==> src/rtl/vga_capture.sv <==
// Frame grabber: turns a VGA-timed RGB pixel stream into framebuffer writes
// (linear address y*H_ACTIVE+x, 3:3:3 colour) for one armed frame at a time.
module vga_capture #(
    parameter int H_ACTIVE   = 640,
    parameter int V_ACTIVE   = 480,
    parameter int ADDR_WIDTH = 19
) (
    input  logic                  clock,
    input  logic                  reset,
    input  logic                  enable,
    input  logic                  vs,
    input  logic                  hs,
    input  logic                  active,
    input  logic [7:0]            r,
    input  logic [7:0]            g,
    input  logic [7:0]            b,
    output logic                  write,
    output logic [ADDR_WIDTH-1:0] address,
    output logic [31:0]           data,
    output logic                  busy,
    output logic                  done,
    output logic                  overflow
);

    typedef enum logic [2:0] {
        S_IDLE    = 3'd0,
        S_ARMED   = 3'd1,
        S_SYNC    = 3'd2,
        S_CAPTURE = 3'd3,
        S_DONE    = 3'd4
    } state_t;

    localparam logic [10:0]           H_LIM  = 11'(H_ACTIVE);
    localparam logic [10:0]           V_LIM  = 11'(V_ACTIVE);
    localparam logic [ADDR_WIDTH-1:0] H_STEP = ADDR_WIDTH'(H_ACTIVE);

    function automatic logic [31:0] pack_rgb(input logic [7:0] rr, input logic [7:0] gg,
                                             input logic [7:0] bb);
        return {23'd0, rr[7:5], gg[7:5], bb[7:5]};
    endfunction

    state_t                  state_q, state_d;
    logic [10:0]             x_q, x_d, y_q, y_d;
    logic [ADDR_WIDTH-1:0]   line_base_q, line_base_d;
    logic [ADDR_WIDTH-1:0]   address_q, address_d;
    logic [31:0]             data_q, data_d;
    logic                    write_q, write_d, busy_q, busy_d, done_q, done_d;
    logic                    overflow_q, overflow_d;
    logic                    vs_prev_q, active_prev_q;
    logic                    vs_fall_s, vs_rise_s, act_fall_s;
    logic                    unused_s;

    // hs is monitored only and the low colour bits are truncated away
    assign unused_s   = ^{hs, r[4:0], g[4:0], b[4:0]};
    assign vs_fall_s  = vs_prev_q & ~vs;
    assign vs_rise_s  = ~vs_prev_q & vs;
    assign act_fall_s = active_prev_q & ~active;

    // Next-state, pixel position and write-port computation
    always_comb begin
        state_d     = state_q;
        x_d         = x_q;
        y_d         = y_q;
        line_base_d = line_base_q;
        write_d     = 1'b0;
        address_d   = address_q;
        data_d      = data_q;
        done_d      = 1'b0;
        overflow_d  = overflow_q;
        case (state_q)
            S_IDLE: begin
                if (enable) begin
                    state_d    = S_ARMED;
                    overflow_d = 1'b0;
                end else begin
                    state_d = S_IDLE;
                end
            end
            S_ARMED: begin
                if (!enable) state_d = S_IDLE;
                else if (vs_fall_s) state_d = S_SYNC;
                else state_d = S_ARMED;
            end
            S_SYNC: begin
                if (!enable) begin
                    state_d = S_IDLE;
                end else if (vs_rise_s) begin
                    state_d     = S_CAPTURE;
                    x_d         = 11'd0;
                    y_d         = 11'd0;
                    line_base_d = {ADDR_WIDTH{1'b0}};
                end else begin
                    state_d = S_SYNC;
                end
            end
            S_CAPTURE: begin
                if (!enable) begin
                    state_d = S_IDLE;
                end else if (vs_fall_s) begin
                    // frame end wins over any pixel or line end in this cycle
                    state_d = S_DONE;
                    done_d  = 1'b1;
                end else if (active) begin
                    if ((x_q < H_LIM) && (y_q < V_LIM)) begin
                        write_d   = 1'b1;
                        address_d = line_base_q + ADDR_WIDTH'(x_q);
                        data_d    = pack_rgb(r, g, b);
                        x_d       = x_q + 11'd1;
                    end else begin
                        overflow_d = 1'b1;
                    end
                end else if (act_fall_s) begin
                    x_d = 11'd0;
                    if (y_q < V_LIM) begin
                        y_d         = y_q + 11'd1;
                        line_base_d = line_base_q + H_STEP;
                    end else begin
                        y_d = y_q;
                    end
                end else begin
                    x_d = x_q;
                end
            end
            S_DONE:  state_d = S_IDLE;
            default: state_d = S_IDLE;
        endcase
        busy_d = (state_d == S_ARMED) || (state_d == S_SYNC) || (state_d == S_CAPTURE);
    end

    // State, position counters, edge-detect history and registered outputs
    always_ff @(posedge clock or posedge reset) begin
        if (reset) begin
            state_q       <= S_IDLE;
            x_q           <= 11'd0;
            y_q           <= 11'd0;
            line_base_q   <= {ADDR_WIDTH{1'b0}};
            address_q     <= {ADDR_WIDTH{1'b0}};
            data_q        <= 32'd0;
            write_q       <= 1'b0;
            busy_q        <= 1'b0;
            done_q        <= 1'b0;
            overflow_q    <= 1'b0;
            vs_prev_q     <= 1'b0;
            active_prev_q <= 1'b0;
        end else begin
            state_q       <= state_d;
            x_q           <= x_d;
            y_q           <= y_d;
            line_base_q   <= line_base_d;
            address_q     <= address_d;
            data_q        <= data_d;
            write_q       <= write_d;
            busy_q        <= busy_d;
            done_q        <= done_d;
            overflow_q    <= overflow_d;
            vs_prev_q     <= vs;
            active_prev_q <= active;
        end
    end

    assign write    = write_q;
    assign address  = address_q;
    assign data     = data_q;
    assign busy     = busy_q;
    assign done     = done_q;
    assign overflow = overflow_q;

endmodule

==> config.mk <==
export PLATFORM = sky130hd
export DESIGN_NAME = vga_capture
export DESIGN_NICKNAME = d
export VERILOG_FILES = /design/src/rtl/vga_capture.sv
export SDC_FILE = /design/constraint.sdc
export NUM_CORES = 1
export LEC_CHECK = 0
export CAP_MARGIN = 0
export CELL_PAD_IN_SITES_DETAIL_PLACEMENT = 2
export CELL_PAD_IN_SITES_GLOBAL_PLACEMENT = 2
export CORE_UTILIZATION = 33
export CTS_CLUSTER_SIZE = 12
export DETAILED_ROUTE_END_ITERATION = 6
export GPL_TIMING_DRIVEN = 1
export HOLD_SLACK_MARGIN = 0.15
export PLACE_DENSITY = 0.93
export SLEW_MARGIN = 20
export SYNTH_ARGS = -nofsm -noshare
export SYNTH_HDL_FRONTEND = slang
export SYNTH_SLANG_ARGS = --single-unit
==> constraint.sdc <==
create_clock -name clock -period 4.74 [get_ports clock]
set_input_delay 1.185 -clock clock [delete_from_list [all_inputs] [get_ports clock]]
set_output_delay 1.185 -clock clock [all_outputs]
set_load 0.01 [all_outputs]
==> summary.md, run 1 <==
| Metric | Value |
|---|---|
| H-tree Lvls | 3 |
| Post-DR vias/cell | 5.18 |
| Port bufs | 45 |
| Clk buf depth | 2 |
| Reg clk slew, reported paths | 0.08 ns |
| Syn. warnings | 0 |
| Pins Over Slew Limit | 0 |
| Postcts setup bufs | 0 |
| CTS tree | yes |
| Area growth syn-to-layout | 18.4% |
| Leak | 1.86 nW |
| Worst-Margin Slew | 1.06 ns |
| Die Area | 11500 um2 |
| Worst skew pair latency | 0.36 ns |
| Max-Cap Viols | 0 |
| Flops & latches, synth | 71 |
| Netlist Area Pre-Place | 3660 um2 |
| Placed wire-length estimate | 6800 um |
| Routability cong. | 0.757 |
| Req. time, crit path | 5.03 ns |
| Pwr dens | 316 nW/um2 |
| Layout cells sized above 1 | 0.127 |
| Worst r2r dst | x_q[6] |
| Setup_tns | 0 ns |
| ANT nets after route | 0 |
| Maximum operating frequency | 0.303 GHz |
| First-pass iteration count of the detailed router | 6 |
| Avg Cell Area, Syn | 10.1 um2 |
| Vias in the first global route | 3105 |
| Initial Util | 0.338 |
| Most frequent cells in the layout | dfrtp_1, clkdlybuf4s50_1, nor2_1 |
| CP startpoint | enable |
| Total CTS buffers | 9 |
| Max VDD drop | 0.121 mV |
| Setup violations, final | 0 |
| Final Hold Violating Endpoints | 0 |
| DR DRC count | 0 |
| Worst EP arrival | 3.59 ns |
| Io pins | 85 |
| Drt total wl | 9560 um |
| Initial antenna violation count | 0 |
| Library cells used by synthesis | 50 |
| RSZ-0062 raised after global routing | no |
| Final Cycle Share | 0.697 |
| R2r startpoint | state_q[1] |
| Antenna Diode Count | 0 |
| CP Launch Type | primary input |
| Final min period | 3.30 ns |
| Worst min path class | flop to flop |
| Post-CTS Hold Fix Bufs | 0 |
| Die Width | 107 um |
| Grt total ovfl | 0 |
| Worst setup path category | primary input to flop |
| Layout fillers | 1158 |
| Wire per inst | 17.4 um |
| Root Driver | clkbuf_8 |
| Core area | 10800 um2 |
| Worst reg-to-reg setup slack | 2.27 ns |
| DR iter-0 viols | 99 |
| Floorplan row count | 38 |
| CP Capture Type | flop |
| Die height | 107 um |
| Crit-path max FO | 11 |
| Final nets | 445 |
| Status | finished, final reports clean |
| GRT Util Overall | 0.178 |
| Post-cts sizing count | 0 |
| R2R depth | 6 |
| Cells after Synth | 362 |
| Hold path depth | 1 |
| First-pass GRT wire length | 15900 um |
| Setup WS pre-CTS | 1.12 ns |
| Final Worst Setup Slack | 1.44 ns |
| Critical Path End | x_q[6] |
| Pin count of the biggest net entering global routing | 39 |
| Clock sink count | 71 |
| Max transition margin | 0.292 |
| Total vias in the final route | 2852 |
| Clock Skew | 0.00753 ns |
| Post-synthesis sequential area ratio | 0.485 |
| Commonest non-fill, non-tap cell in the layout | dfrtp_1 |
## report_power, final
group	switching, mW	leakage [nW]	internal, mW
Combinational	0.122	0.807	0.127
Sequential	0.0389	0.967	0.655
Clock	0.230	0.0850	0.199
## how the worst min path moves through the flow
stage / from / to
2_1_floorplan: y_q[10] / y_q[10]
3_3_place_gp: y_q[10] / y_q[10]
3_5_place_dp: data[6] / data[6]
4_1_cts: y_q[9] / y_q[9]
5_1_grt: data[1] / data[1]
6_report: y_q[9] / y_q[9]
## per-layer routing
layer	global-route usage	up-vias	routed length, um
met5	0	-	0
met2	0.314	75	4830
li1	-	1331	-
met1	0.210	1434	4150
met3	0.0303	12	456
met4	0.0802	0	125
## synthesized netlist by cell type (all sizes together)
cell / n / area share
a311oi: 1 / 0.0024
or3: 8 / 0.015
xor2: 8 / 0.019
and3: 3 / 0.0051
nand2: 22 / 0.023
buf: 30 / 0.058
nor3: 2 / 0.0027
a21oi: 24 / 0.033
nand3b: 1 / 0.0021
and3b: 1 / 0.0024
xnor2: 15 / 0.036
and4b: 2 / 0.0055
inv: 6 / 0.0061
dfrtp: 71 / 0.49
ha: 8 / 0.027
and4: 2 / 0.0048
nand2b: 2 / 0.0034
maj3: 2 / 0.0058
a21o: 1 / 0.0021
or2: 3 / 0.0051
nand3: 13 / 0.018
nand4: 7 / 0.012
o21ai: 18 / 0.025
nor2b: 6 / 0.010
o22ai: 1 / 0.0017
conb: 1 / 0.0010
o211ai: 2 / 0.0041
a211oi: 1 / 0.0021
or4: 12 / 0.026
clkbuf: 10 / 0.010
a31oi: 2 / 0.0034
o21bai: 1 / 0.0021
o21a: 1 / 0.0021
a221oi: 1 / 0.0024
nor4: 8 / 0.015
and2: 1 / 0.0017
nor2: 34 / 0.035
o21ba: 1 / 0.0027
mux2: 19 / 0.058
o31ai: 9 / 0.018
or4b: 1 / 0.0027
nor4b: 1 / 0.0024
## stage by stage
| stage | area, um2 | hold WS [ns] | total power, mW | instances | util |
|---|---|---|---|---|---|
| detailed placement | 4170 | 0.501 | 0.959 | 536 | 0.385 |
| global placement | 4170 | 0.486 | 0.939 | 536 | 0.385 |
| finish | 4340 | 0.508 | 1.37 | 551 | 0.400 |
| floorplan | 3750 | 0.465 | 0.844 | 385 | - |
| CTS | 4340 | 0.517 | 1.39 | 551 | 0.400 |
| global route | 4340 | 0.529 | 1.44 | 551 | 0.400 |
## registers in the layout (all words and copies together) (netlist names)
name,flops
overflow,1
y_q,11
x_q,11
vs_prev_q,1
line_base_q,12
done,1
busy,1
write,1
data,9
state_q,3
address,19
active_prev_q,1
## final cells by class
type / count / area, um2 / area share
clock inverters: 4 / 22.5 / 0.00519
multi-input cells: 268 / 1700 / 0.392
inverters: 6 / 22.5 / 0.00519
clock buffers: 11 / 141 / 0.0326
repair buffers: 51 / 495 / 0.114
well taps: 140 / 175 / 0.0404
flip-flops and latches: 71 / 1780 / 0.410
## critical path, cell delays in order
cell and delay (ns):
clkdlybuf4s50_1 0.54, nand2_2 0.07, or2_0 0.44, buf_4 0.29, or4_1 0.55, or3_1 0.35, a21oi_1 0.16
## logic make-up (layout without fill, tap and decap cells)
| group | after synthesis | after routing | share of synthesized area |
|---|---|---|---|
| AO/OA/AOI/OAI | 63 | 63 | 0.101 |
| XOR/XNOR | 23 | 23 | 0.0550 |
| adder cells (fa/ha/maj) | 10 | 10 | 0.0331 |
| buffers and inverters | 46 | 72 | 0.0745 |
| flip-flops | 71 | 71 | 0.485 |
| multiplexers | 19 | 19 | 0.0584 |
| other | 1 | 24 | 0.00102 |
| AND/OR/NAND/NOR | 129 | 129 | 0.192 |
Note: power is estimated with default switching activity, not from simulation.
==> run 2: changes to the inputs <==
Settings changed: CORE_UTILIZATION 33 to 31, PLACE_DENSITY 0.93 to 0.89.
Clock period 4.74 ns to 3.1 ns, I/O delays scaled along.
==> run 2 against run 1 <==
Clock-buffer cell count grew 3. Non-clock buffer count increased by 4. Global-route usage down 0.51 points. Sequential cell count stayed put. Total power grew 92%. Sequential share of layout area fell by 2.2 points. Register-to-register slack got worse by 1.5 ns. Wire length rose by 3.9%. Cell count increased by 1.5%. Worst hold slack got worse by 0.0056 ns. First-iteration DRC count decreased by 3.0%. Sequential power rose by 54%.
==> summary.md, run 2 (synthesis gave the netlist of run 1 again) <==
| Metric | Value |
|---|---|
| Initial antenna violation count | 0 |
| Final Hold Violating Endpoints | 0 |
| Final Non-Filler Cells | 559 |
| ANT nets after route | 0 |
| Area growth syn-to-layout | 25.2% |
| Floorplan row count | 39 |
| Final min period | 2.75 ns |
| Initial Util | 0.319 |
| Post-cts sizing count | 0 |
| Clock Skew | 0.00647 ns |
| Commonest non-fill, non-tap cell in the layout | dfrtp_1 |
| Placed wire-length estimate | 6940 um |
| Max VDD drop | 0.330 mV |
| Hold slack final | 0.503 ns |
| Setup violations, final | 0 |
| CP Launch Type | primary input |
| Setup_tns | 0 ns |
| Req. time, crit path | 3.36 ns |
| First-pass GRT wire length | 17000 um |
| DR iter-0 viols | 96 |
| Grt total ovfl | 0 |
| Largest register FFs | 19 |
| Worst EP arrival | 3.01 ns |
| Worst-Margin Slew | 0.747 ns |
| Status | finished, final reports clean |
| Antenna Diode Count | 0 |
| Max transition margin | 0.497 |
| Die Area | 12300 um2 |
| First-pass iteration count of the detailed router | 4 |
| Die height | 111 um |
| Max-Cap Viols | 0 |
| Power share of the clock group | 0.447 |
| Port bufs | 45 |
| RSZ-0062 raised after global routing | no |
| Vias in the first global route | 3266 |
| Worst skew pair latency | 0.33 ns |
| Setup WS pre-CTS | 0.0348 ns |
| Final Cycle Share | 0.887 |
| Comb power frac | 0.147 |
| Final nets | 449 |
| Routability cong. | 0.745 |
| Root Driver | clkbuf_16 |
| Drt total wl | 9930 um |
| H-tree Lvls | 3 |
| Io pins | 85 |
| Seq pwr share | 0.405 |
| Pin count of the biggest net entering global routing | 41 |
| Postcts setup bufs | 0 |
| Register area | 1780 um2 |
| Core area | 11500 um2 |
| Switching part of the total power | 0.242 |
| Most frequent cells in the layout | dfrtp_1, clkdlybuf4s50_1, nor2_1 |
| Pint | 2.00 mW |
| Multi-input logic area | 1700 um2 |
| Worst setup path category | primary input to flop |
| Clk buf depth | 2 |
| Reg clk slew, reported paths | 0.06 ns |
| Pwr dens | 574 nW/um2 |
| Buf+Inv Stages, Crit Path | 1 |
| Layout fillers | 1193 |
| Layout cells sized above 1 | 0.137 |
| Post-placement cell count | 543 |
| Clock sink count | 71 |
| Cells along the critical path | clkdlybuf4s50_1 > nand2_2 > or2_0 > or3_4 > or4_1 > a21oi_1 |
| DR DRC count | 0 |
| Total CTS buffers | 9 |
| Post-CTS Hold Fix Bufs | 0 |
| Leak | 1.97 nW |
| Crit-path max FO | 8 |
| Worst min path class | flop to flop |
| Maximum operating frequency | 0.364 GHz |
| Kind of cell adding the most delay to the critical path | simple AND/OR/NAND/NOR gates |
| Final Worst Setup Slack | 0.350 ns |
| Final core occ | 0.400 |
| Post-DR vias/cell | 5.18 |
| GRT Util Overall | 0.173 |
| CP max-delay cell | clkdlybuf4s50_1 |
| CTS tree | yes |
| Total vias in the final route | 2894 |
| CP Capture Type | flop |
| Pins Over Slew Limit | 0 |
| P_sw | 0.637 mW |
| Die Width | 111 um |
| Peak per-stage delay on the critical path | 0.55 ns |
| Wire per inst | 17.8 um |
[run 2: cell types whose count changed in the layout (fill, tap and decap cells not counted), sizes merged]
cell	change
bufinv	+2
clkinvlp	-1
clkinv	-3
clkbuf	+3
buf	+4
[run 2: per-layer routing]
layer / vias up / wire, um / share of wire / track usage
li1: 1342 / - / - / -
met5: - / 0 / 0 / 0
met2: 52 / 5340 / 0.54 / 0.308
met4: 0 / 185 / 0.019 / 0.0578
met1: 1483 / 4180 / 0.42 / 0.206
met3: 17 / 231 / 0.023 / 0.0355
[run 2: worst paths after layout]
| path | from | to | slack (ns) | cells after the start |
|---|---|---|---|---|
| max | enable | line_base_q[13] | 0.35 | 6 |
| min | address[0] | address[0] | 0.50 | 1 |
| max reg2reg | state_q[0] | line_base_q[13] | 0.79 | 5 |
| min reg2reg | address[0] | address[0] | 0.50 | 1 |
| max in group asynchronous | reset | vs_prev_q | 1.75 | 3 |
| min in group asynchronous | reset | write | 0.78 | 2 |
[run 2: stage by stage]
stage,power [mW],area (um2)
after floorplan,1.29,3750
after global placement,1.44,4240
after detailed placement,1.47,4240
after CTS,2.66,4590
after global routing,2.74,4590
final,2.63,4590
[run 2: power groups by stage]
stage	Sequential, mW	Clock (mW)	Combinational (mW)
2_1_floorplan	1.09	0	0.199
3_3_place_gp	1.07	0	0.367
3_5_place_dp	1.08	0	0.386
4_1_cts	1.07	1.20	0.395
5_1_grt	1.08	1.24	0.422
6_report	1.07	1.18	0.388
[run 2: area by class of cell]
type / count / share of cell area
Sequential cell: 71 / 0.387
Clock buffer: 14 / 0.0619
Clock inverter: 2 / 0.0131
Tap cell: 143 / 0.0390
Inverter: 6 / 0.00491
Multi-Input combinational cell: 268 / 0.371
Timing Repair Buffer: 55 / 0.123
